**config.mk**
```make
export PLATFORM = sky130hd
export DESIGN_NAME = alu_share_arbiter
export DESIGN_NICKNAME = d
export VERILOG_FILES = /design/src/rtl/alu_share_arbiter.sv
export SDC_FILE = /design/constraint.sdc
export NUM_CORES = 1
export LEC_CHECK = 0
export ABC_AREA = 1
export BUFFER_PORTS_ARGS = -buffer_cell sky130_fd_sc_hd__buf_2
export CAP_MARGIN = 30
export CORE_AREA = 2 2 179 181
export DETAILED_ROUTE_END_ITERATION = 8
export DIE_AREA = 0 0 181 183
export GPL_TIMING_DRIVEN = 0
export SKIP_LAST_GASP = 1
export SLEW_MARGIN = 20
export SYNTH_ARGS = -nofsm -noshare
export SYNTH_HDL_FRONTEND = slang
export SYNTH_SLANG_ARGS = --single-unit
```
**constraint.sdc**
```tcl
create_clock -name clk -period 2.2 [get_ports clk]
set_input_delay 0.33 -clock clk [delete_from_list [all_inputs] [get_ports clk]]
set_output_delay 0.33 -clock clk [all_outputs]
set_load 0.05 [all_outputs]
```
**src/rtl/alu_share_arbiter.sv**
```systemverilog
// Round-robin share of one combinational ALU among NUM_REQ requesters; accept -> resp_valid two edges later, 3 cycles min per op.
// Backpressure: result is held in RESP until resp_ready of the granted requester; no new request is accepted meanwhile.
module alu_share_arbiter #(
    parameter int  DATA_WIDTH = 32,
    parameter int  ID_WIDTH   = 2,
    localparam int NUM_REQ    = 2**ID_WIDTH
) (
    input  logic                          clk,
    input  logic                          rst,
    input  logic [NUM_REQ-1:0]            req_valid,
    output logic [NUM_REQ-1:0]            req_ready,
    input  logic [NUM_REQ*DATA_WIDTH-1:0] req_A,
    input  logic [NUM_REQ*DATA_WIDTH-1:0] req_B,
    input  logic [NUM_REQ*3-1:0]          req_op,
    output logic [NUM_REQ-1:0]            resp_valid,
    input  logic [NUM_REQ-1:0]            resp_ready,
    output logic [DATA_WIDTH-1:0]         resp_Result,
    output logic                          resp_Overflow,
    output logic                          resp_CarryOut,
    output logic                          resp_Zero,
    output logic [DATA_WIDTH-1:0]         alu_A,
    output logic [DATA_WIDTH-1:0]         alu_B,
    output logic [2:0]                    alu_op,
    input  logic [DATA_WIDTH-1:0]         alu_Result,
    input  logic                          alu_Overflow,
    input  logic                          alu_CarryOut,
    input  logic                          alu_Zero,
    output logic                          busy,
    output logic [ID_WIDTH-1:0]           grant_id,
    output logic [31:0]                   op_count
);

    typedef enum logic [1:0] {IDLE, EXEC, RESP} state_t;

    state_t              state;
    logic [ID_WIDTH-1:0] rr_ptr;
    logic [ID_WIDTH-1:0] win_idx;
    logic                win_found;

    // Scan from the highest offset down so the last hit is the one closest to rr_ptr.
    always_comb begin
        win_found = 1'b0;
        win_idx   = '0;
        for (int k = NUM_REQ - 1; k >= 0; k--) begin
            if (req_valid[rr_ptr + ID_WIDTH'(k)]) begin
                win_found = 1'b1;
                win_idx   = rr_ptr + ID_WIDTH'(k);
            end
        end
    end

    assign req_ready = (state == IDLE && win_found && !rst) ? (NUM_REQ'(1) << win_idx) : '0;

    always_ff @(posedge clk) begin
        if (rst) begin
            state         <= IDLE;
            rr_ptr        <= '0;
            grant_id      <= '0;
            op_count      <= '0;
            alu_A         <= '0;
            alu_B         <= '0;
            alu_op        <= '0;
            resp_Result   <= '0;
            resp_Overflow <= 1'b0;
            resp_CarryOut <= 1'b0;
            resp_Zero     <= 1'b0;
            resp_valid    <= '0;
            busy          <= 1'b0;
        end else begin
            case (state)
                IDLE: begin
                    if (win_found) begin
                        alu_A    <= req_A[win_idx*DATA_WIDTH +: DATA_WIDTH];
                        alu_B    <= req_B[win_idx*DATA_WIDTH +: DATA_WIDTH];
                        alu_op   <= req_op[win_idx*3 +: 3];
                        grant_id <= win_idx;
                        busy     <= 1'b1;
                        state    <= EXEC;
                    end
                end
                EXEC: begin
                    resp_Result   <= alu_Result;
                    resp_Overflow <= alu_Overflow;
                    resp_CarryOut <= alu_CarryOut;
                    resp_Zero     <= alu_Zero;
                    resp_valid    <= NUM_REQ'(1) << grant_id;
                    state         <= RESP;
                end
                RESP: begin
                    if (resp_ready[grant_id]) begin
                        resp_valid <= '0;
                        op_count   <= op_count + 32'd1;
                        rr_ptr     <= grant_id + ID_WIDTH'(1);
                        busy       <= 1'b0;
                        state      <= IDLE;
                    end
                end
                default: begin
                    state <= IDLE;
                end
            endcase
        end
    end

endmodule

```
==> results of run 1 <==
## final cells by class
class | count | share of cell area (%)
timing repair buffer | 475 | 18.7
clock inverter | 14 | 1.71
clock buffer | 18 | 3.22
buffer | 96 | 4.69
antenna | 2 | 0.0375
multi-input combinational | 1051 | 37.3
tap | 402 | 3.77
inverter | 309 | 8.77
sequential | 145 | 21.8
## cell usage in the layout, fill, tap and decap left out, types with 2 or more instances in the layout
| master | Yosys | routed |
|---|---|---|
| nand3_4 | 0 | 6 |
| ha_1 | 5 | 5 |
| a31oi_1 | 3 | 3 |
| nor2_1 | 112 | 106 |
| inv_6 | 0 | 4 |
| nor3_1 | 22 | 20 |
| clkbuf_4 | 0 | 5 |
| buf_6 | 1 | 14 |
| nand4_1 | 7 | 7 |
| clkinv_4 | 0 | 4 |
| nor2_4 | 0 | 5 |
| o21a_1 | 3 | 3 |
| inv_2 | 2 | 3 |
| xnor2_1 | 7 | 6 |
| clkbuf_1 | 61 | 32 |
| dfxtp_1 | 145 | 143 |
| nand2_1 | 425 | 412 |
| diode_2 | 0 | 2 |
| xor2_1 | 6 | 6 |
| nand3_1 | 364 | 358 |
| o21ai_0 | 46 | 46 |
| clkbuf_16 | 0 | 17 |
| nand3b_1 | 4 | 4 |
| inv_4 | 0 | 2 |
| clkbuf_2 | 0 | 25 |
| buf_2 | 23 | 457 |
| nand2_4 | 1 | 7 |
| bufinv_16 | 0 | 5 |
| a21oi_1 | 34 | 33 |
| inv_1 | 306 | 302 |
| buf_4 | 12 | 27 |
| nand3_2 | 3 | 3 |
| buf_12 | 0 | 4 |
| buf_8 | 0 | 7 |
| nand2_2 | 2 | 8 |
| dfxtp_4 | 0 | 2 |
## metal layers
metal | up-vias | wire length [um] | GRT usage, %
met3 | 54 | 2470 | 4.61
met4 | 4 | 1010 | 6.89
met5 | - | 27 | 0
met1 | 5353 | 17100 | 29.2
met2 | 442 | 19600 | 41.8
li1 | 5951 | - | -
## logic make-up after synthesis
kind of cell,share of synthesized area [%]
flops,31.4
fa+ha+maj,0.676
xor+xnor,1.23
compound gates,5.04
buf+inv,17.4
simple gates,44.3
## sequential cells by signal, summed over array words and instances, names as in the netlist
register	flops
state	2
alu_op	3
op_count	32
alu_A	32
resp_CarryOut	1
alu_B	32
grant_id	2
resp_Overflow	1
resp_valid	4
rr_ptr	2
busy	1
resp_Result	32
resp_Zero	1
## worst min-delay path, cell delays in order
cell,delay (ps)
buf_2,80
nor2_1,40
nor2_1,80
## timing repair
action                     4_1_cts  5_1_grt
resized for setup               96       82
setup buffers                   13        4
setup endpoints to repair       78       88
hold endpoints to repair         0        0
pin swaps                       16       14
cloned                           1        0
## how the worst max path moves through the flow
| stage | from | endpoint | cells after the start |
|---|---|---|---|
| global route | rr_ptr[0] | req_ready[0] | 11 |
| global placement | rr_ptr[0] | req_ready[0] | 9 |
| floorplan | rr_ptr[0] | req_ready[1] | 10 |
| detailed placement | rr_ptr[0] | req_ready[1] | 12 |
| finish | rr_ptr[0] | req_ready[0] | 11 |
| CTS | rr_ptr[0] | req_ready[1] | 12 |
## per-stage QoR
stage | util, % | power (mW)
after floorplan | - | 6.35
after global placement | 38.6 | 7.82
after detailed placement | 38.7 | 7.84
after CTS | 42.1 | 11.4
after global routing | 42.7 | 12.1
final | 42.7 | 11.4
## power by group through the flow
| stage | Clock [mW] | Combinational (mW) | Sequential [mW] |
|---|---|---|---|
| 6_report | 3.31 | 4.88 | 3.22 |
| 5_1_grt | 3.49 | 5.31 | 3.26 |
| 4_1_cts | 3.36 | 4.84 | 3.22 |
| 3_5_place_dp | 0 | 4.57 | 3.27 |
| 3_3_place_gp | 0 | 4.56 | 3.26 |
| 2_1_floorplan | 0 | 1.85 | 4.50 |
==> metrics.cfg, run 1 <==
[power_and_ir_drop]
p_switching_mw = 4.92
switching_share_pct = 43.1
power_frac_seq_pct = 28.2
p_leak_nw = 7.88
power.density_mw_per_mm2 = 855
ir_worst_vdd_mv = 0.517
clockPowerShare_pct = 29.0
p_int_mw = 6.49
comb_power_share_pct = 42.8

[route]
first_pass_iters = 6
postRouteAntennaNets = 0
routed_wl_um = 40300
post_drt_wl_per_cell_um = 16.0
vias_per_cell = 4.70
first_iter_violations = 672
num_vias = 11800
drc = 0

[sta]
maxSlewViolCount = 0
rsz0062_at_grt = true
setup_viol = 4
hold-worst-slack_ps = 134
timing.fmax_mhz = 420
clock_skew_ps = 7.24
fin_crit_sh_pct = 108
relSlewSlack_pct = 51.9
min_period_ps = 2380
hold_viol = 0
worstMarginPinSlew_ps = 721
tns_ps = -638
fin_ws_ps = -179

[clocking]
cts_tree = done
clkSinkCount = 145
cts_root_buffer = clkbuf_16
cts_buffer_depth = 2
clk_latency_ps = 420
ctsHoldBuffers = 0
cts_buffers = 17
htree_levels = 4
path_clk_slew_ps = 70

[setup_path]
worstSetupPathType = reg -> out
worstPathCellList = buf_8, nand2_2, o21ai_2, a21oi_1, nand3b_1, nand3_4, nor2_4, buf_8, inv_4, nor3_4, buf_6
critical_path_required_ps = 1870
timing.rr.start = rr_ptr[0]
crit_path_start_kind = register
crit_buf_inv = 4
critPathMaxStageDelay_ps = 370
cp_slowest_cell = dfxtp_4
cp_top_family = simple AND/OR/NAND/NOR gates
endpoint_kind = output port
arrival_ps = 2050
r2r-end = alu_B[24]
cp_common_cell = buf_8
crit_path_max_fanout = 5
reg2reg_slack_ps = 60
ff2ff_path_depth = 13

[logic_synthesis]
synth_area_mm2 = 0.00925
ys_seq_elements = 145
yosysTopAreaCell = dfxtp_1
ys_warn_count = 0
synth-main-ff-cell = dfxtp_1
synth_enable_flop_cells = 0
ys_top_cells_by_count = nand2_1, nand3_1, inv_1, dfxtp_1, nor2_1
synth_nets = 1922
async_flop_share_pct = 0
syn_avg_cell_area_um2 = 5.77
netlist_instances = 1604
synth.yosys.seq_area_share_pct = 31.4
synth_area_leaders = dfxtp_1, nand3_1, nand2_1
synth.distinct_cells = 31
synth_top_area_share_pct = 31.4
yosysMostFrequentCell = nand2_1

[finish]
final_net_count = 2413
fillers = 3539
stdcell_area_mm2 = 0.0133
multi_input_area_mm2 = 0.00498
instances_no_fill = 2512
drive_above_1_share_pct = 29.2
seq_area_mm2 = 0.00291
syn_to_final_growth_pct = 44.2

[global_route]
grt_pass1_wl_um = 61300
grt_util_all_layers_pct = 23.6
overflow = 0
antenna_found_initial = 5
grt_pass1_vias = 11200
grt_max_degree = 17

[floorplan]
start_util_pct = 29.6
core_area_mm2 = 0.0312
rows = 65
dieWidth_um = 181
io_pins = 458
dieHeight_um = 183
dieArea_mm2 = 0.0331

[hold_path]
hp-start = alu_Result[25]
hold_path_end = resp_Result[25]
min_path_type = in -> reg
min_path_cells = 3

[placed_design]
dpl-instance-area_mm2 = 0.0121
hpwl_um = 31700
dp.cells = 2464
port_buffers = 457
place_congestion = 0.901
place_ws_ps = -768

[status]
status = complete, but fails checks
violations = setup timing

[job]
drv_cap = 0

(Power assumes the default switching activity.)
==> run 2: changes to the inputs <==
- CELL_PAD_IN_SITES_DETAIL_PLACEMENT: not set -> 1
- CELL_PAD_IN_SITES_GLOBAL_PLACEMENT: not set -> 1
- CORE_AREA: 2 2 179 181 -> not set
- CORE_UTILIZATION: not set -> 30
- DIE_AREA: 0 0 181 183 -> not set
- PLACE_DENSITY_LB_ADDON: not set -> 0.1
==> run 2 against run 1 <==
The run still ends with setup timing left. Non-clock buffer count unchanged. Via count shrank 0.17%. First-iteration DRC count fell by 31%. Wire length is 5.2% higher. Flip-flop and latch count did not move. Setup slack got worse by 25 ps. Sequential power about the same. Fmax is 1.0% lower. Critical path depth down 2. Combinational power shrank 1%. Global-route usage increased by 2.8 points. Clock power shrank 11%. Critical endpoint unchanged. Highest routed layer unchanged.
==> metrics.cfg, run 2 (synthesis results as in run 1) <==
[setup_path]
critical_path_required_ps = 1870
crit_path_start_kind = register
crit_path_max_fanout = 5
worstSetupPathType = reg -> out
endpoint_kind = output port
reg2reg_slack_ps = 130
arrival_ps = 2070

[floorplan]
io_pins = 458
rows = 63
dieArea_mm2 = 0.0316
core_area_mm2 = 0.0300
dieWidth_um = 178
dieHeight_um = 178
start_util_pct = 30.9

[finish]
layout_common_cells = buf_2, nand2_1, nand3_1
layout_commonest_cell = buf_2
fin_util_pct = 44.2
final_net_count = 2413
stdcell_area_mm2 = 0.0132
drive_above_1_share_pct = 29.4
syn_to_final_growth_pct = 43.0
fillers = 4230

[clocking]
htree_levels = 4
path_clk_slew_ps = 70
cts_buffer_depth = 2
clkSinkCount = 145
ctsHoldBuffers = 0
cts_buffers = 17
cts_root_buffer = clkbuf_16
clk_latency_ps = 440
cts_tree = done

[global_route]
grt_util_all_layers_pct = 26.5
overflow = 0
grt_pass1_wl_um = 64100
antenna_found_initial = 19
grt_max_degree = 20
grt_pass1_vias = 12000

[power_and_ir_drop]
p_int_mw = 6.03
p_switching_mw = 4.94
power_frac_seq_pct = 29.2
ir_worst_vdd_mv = 0.531
comb_power_share_pct = 43.9
p_leak_nw = 7.82
clockPowerShare_pct = 26.8
switching_share_pct = 45.0
power.density_mw_per_mm2 = 829

[sta]
rsz0062_at_grt = true
fin_crit_sh_pct = 109
worstMarginPinSlew_ps = 712
hold-worst-slack_ps = 112
setup_viol = 4
fin_ws_ps = -204
clock_skew_ps = 10.8
min_period_ps = 2400
relSlewSlack_pct = 52.5
hold_viol = 0
timing.fmax_mhz = 416
maxSlewViolCount = 0
tns_ps = -638

[route]
postRouteAntennaNets = 0
num_vias = 11800
first_iter_violations = 464
routed_wl_um = 42400
first_pass_iters = 4
drc = 0
vias_per_cell = 4.69
post_drt_wl_per_cell_um = 16.9

[placed_design]
port_buffers = 457
hpwl_um = 34100
dpl-instance-area_mm2 = 0.0120
place_congestion = 0.887
place_ws_ps = -1080

[status]
status = complete, but fails checks
violations = setup timing

[job]
drv_cap = 0

[hold_path]
min_path_type = in -> reg

==> run 2: changes by cell type in the layout (fill, tap and decap cells not counted), sizes merged <==
cell	before	now
bufinv	5	1
clkinvlp	0	2
diode	2	15
clkinv	6	4
inv	312	316
==> run 2: power by group through the flow <==
| stage | Combinational (mW) | Clock [mW] | Sequential (mW) |
|---|---|---|---|
| final | 4.82 | 2.94 | 3.21 |
| after global routing | 5.25 | 3.11 | 3.25 |
| after CTS | 4.80 | 3.00 | 3.21 |
| after detailed placement | 4.58 | 0 | 3.26 |
| after global placement | 4.54 | 0 | 3.24 |
| after floorplan | 1.85 | 0 | 4.50 |
==> run 2: path summary, 6_finish.rpt <==
kind / startpoint / to / depth (start not counted)
hold / removal: alu_Result[22] / resp_Result[22] / 3
setup / recovery: rr_ptr[0] / req_ready[0] / 9
setup reg to reg: rr_ptr[0] / alu_B[25] / 12
hold reg to reg: busy / busy / 2
==> run 2: critical path, cell delays in order, from the launching register on <==
cell      delay (ps)
dfxtp_4          360
buf_6            140
o21ai_4          170
nand3b_1         190
nand3_4          120
nor2_4           140
buf_6            140
inv_4             30
nor3_4           170
buf_6            190
==> run 2: stage by stage <==
step	instances	total power [mW]
floorplan	1604	6.35
global placement	2451	7.78
detailed placement	2451	7.84
CTS	2495	11.0
global route	2510	11.6
finish	2513	11.0
==> run 2: timing repair <==
item | in CTS | in global routing
resized for setup | 75 | 95
pin swaps | 15 | 18
setup buffers | 12 | 7
cloned | 1 | 0
endpoints found under the setup margin | 94 | 98
==> run 2: layout make-up <==
| class | count | area (um2) | area share (%) |
|---|---|---|---|
| flip-flops and latches | 145 | 2910 | 22.0 |
| well taps | 390 | 488 | 3.69 |
| multi-input cells | 1051 | 4980 | 37.6 |
| inverters | 309 | 1170 | 8.82 |
| clock inverters | 14 | 143 | 1.08 |
| repair buffers | 477 | 2490 | 18.8 |
| clock buffers | 18 | 439 | 3.32 |
| plain buffers | 94 | 572 | 4.32 |
| diodes | 15 | 37.5 | 0.284 |
==> run 2: routing by layer <==
| metal | wire length, um | vias up | track usage (%) |
|---|---|---|---|
| met5 | 53 | - | 0 |
| met4 | 1230 | 8 | 11.4 |
| met3 | 2820 | 65 | 7.09 |
| met2 | 21200 | 338 | 46.8 |
| met1 | 17000 | 5421 | 29.7 |
| li1 | - | 5952 | - |
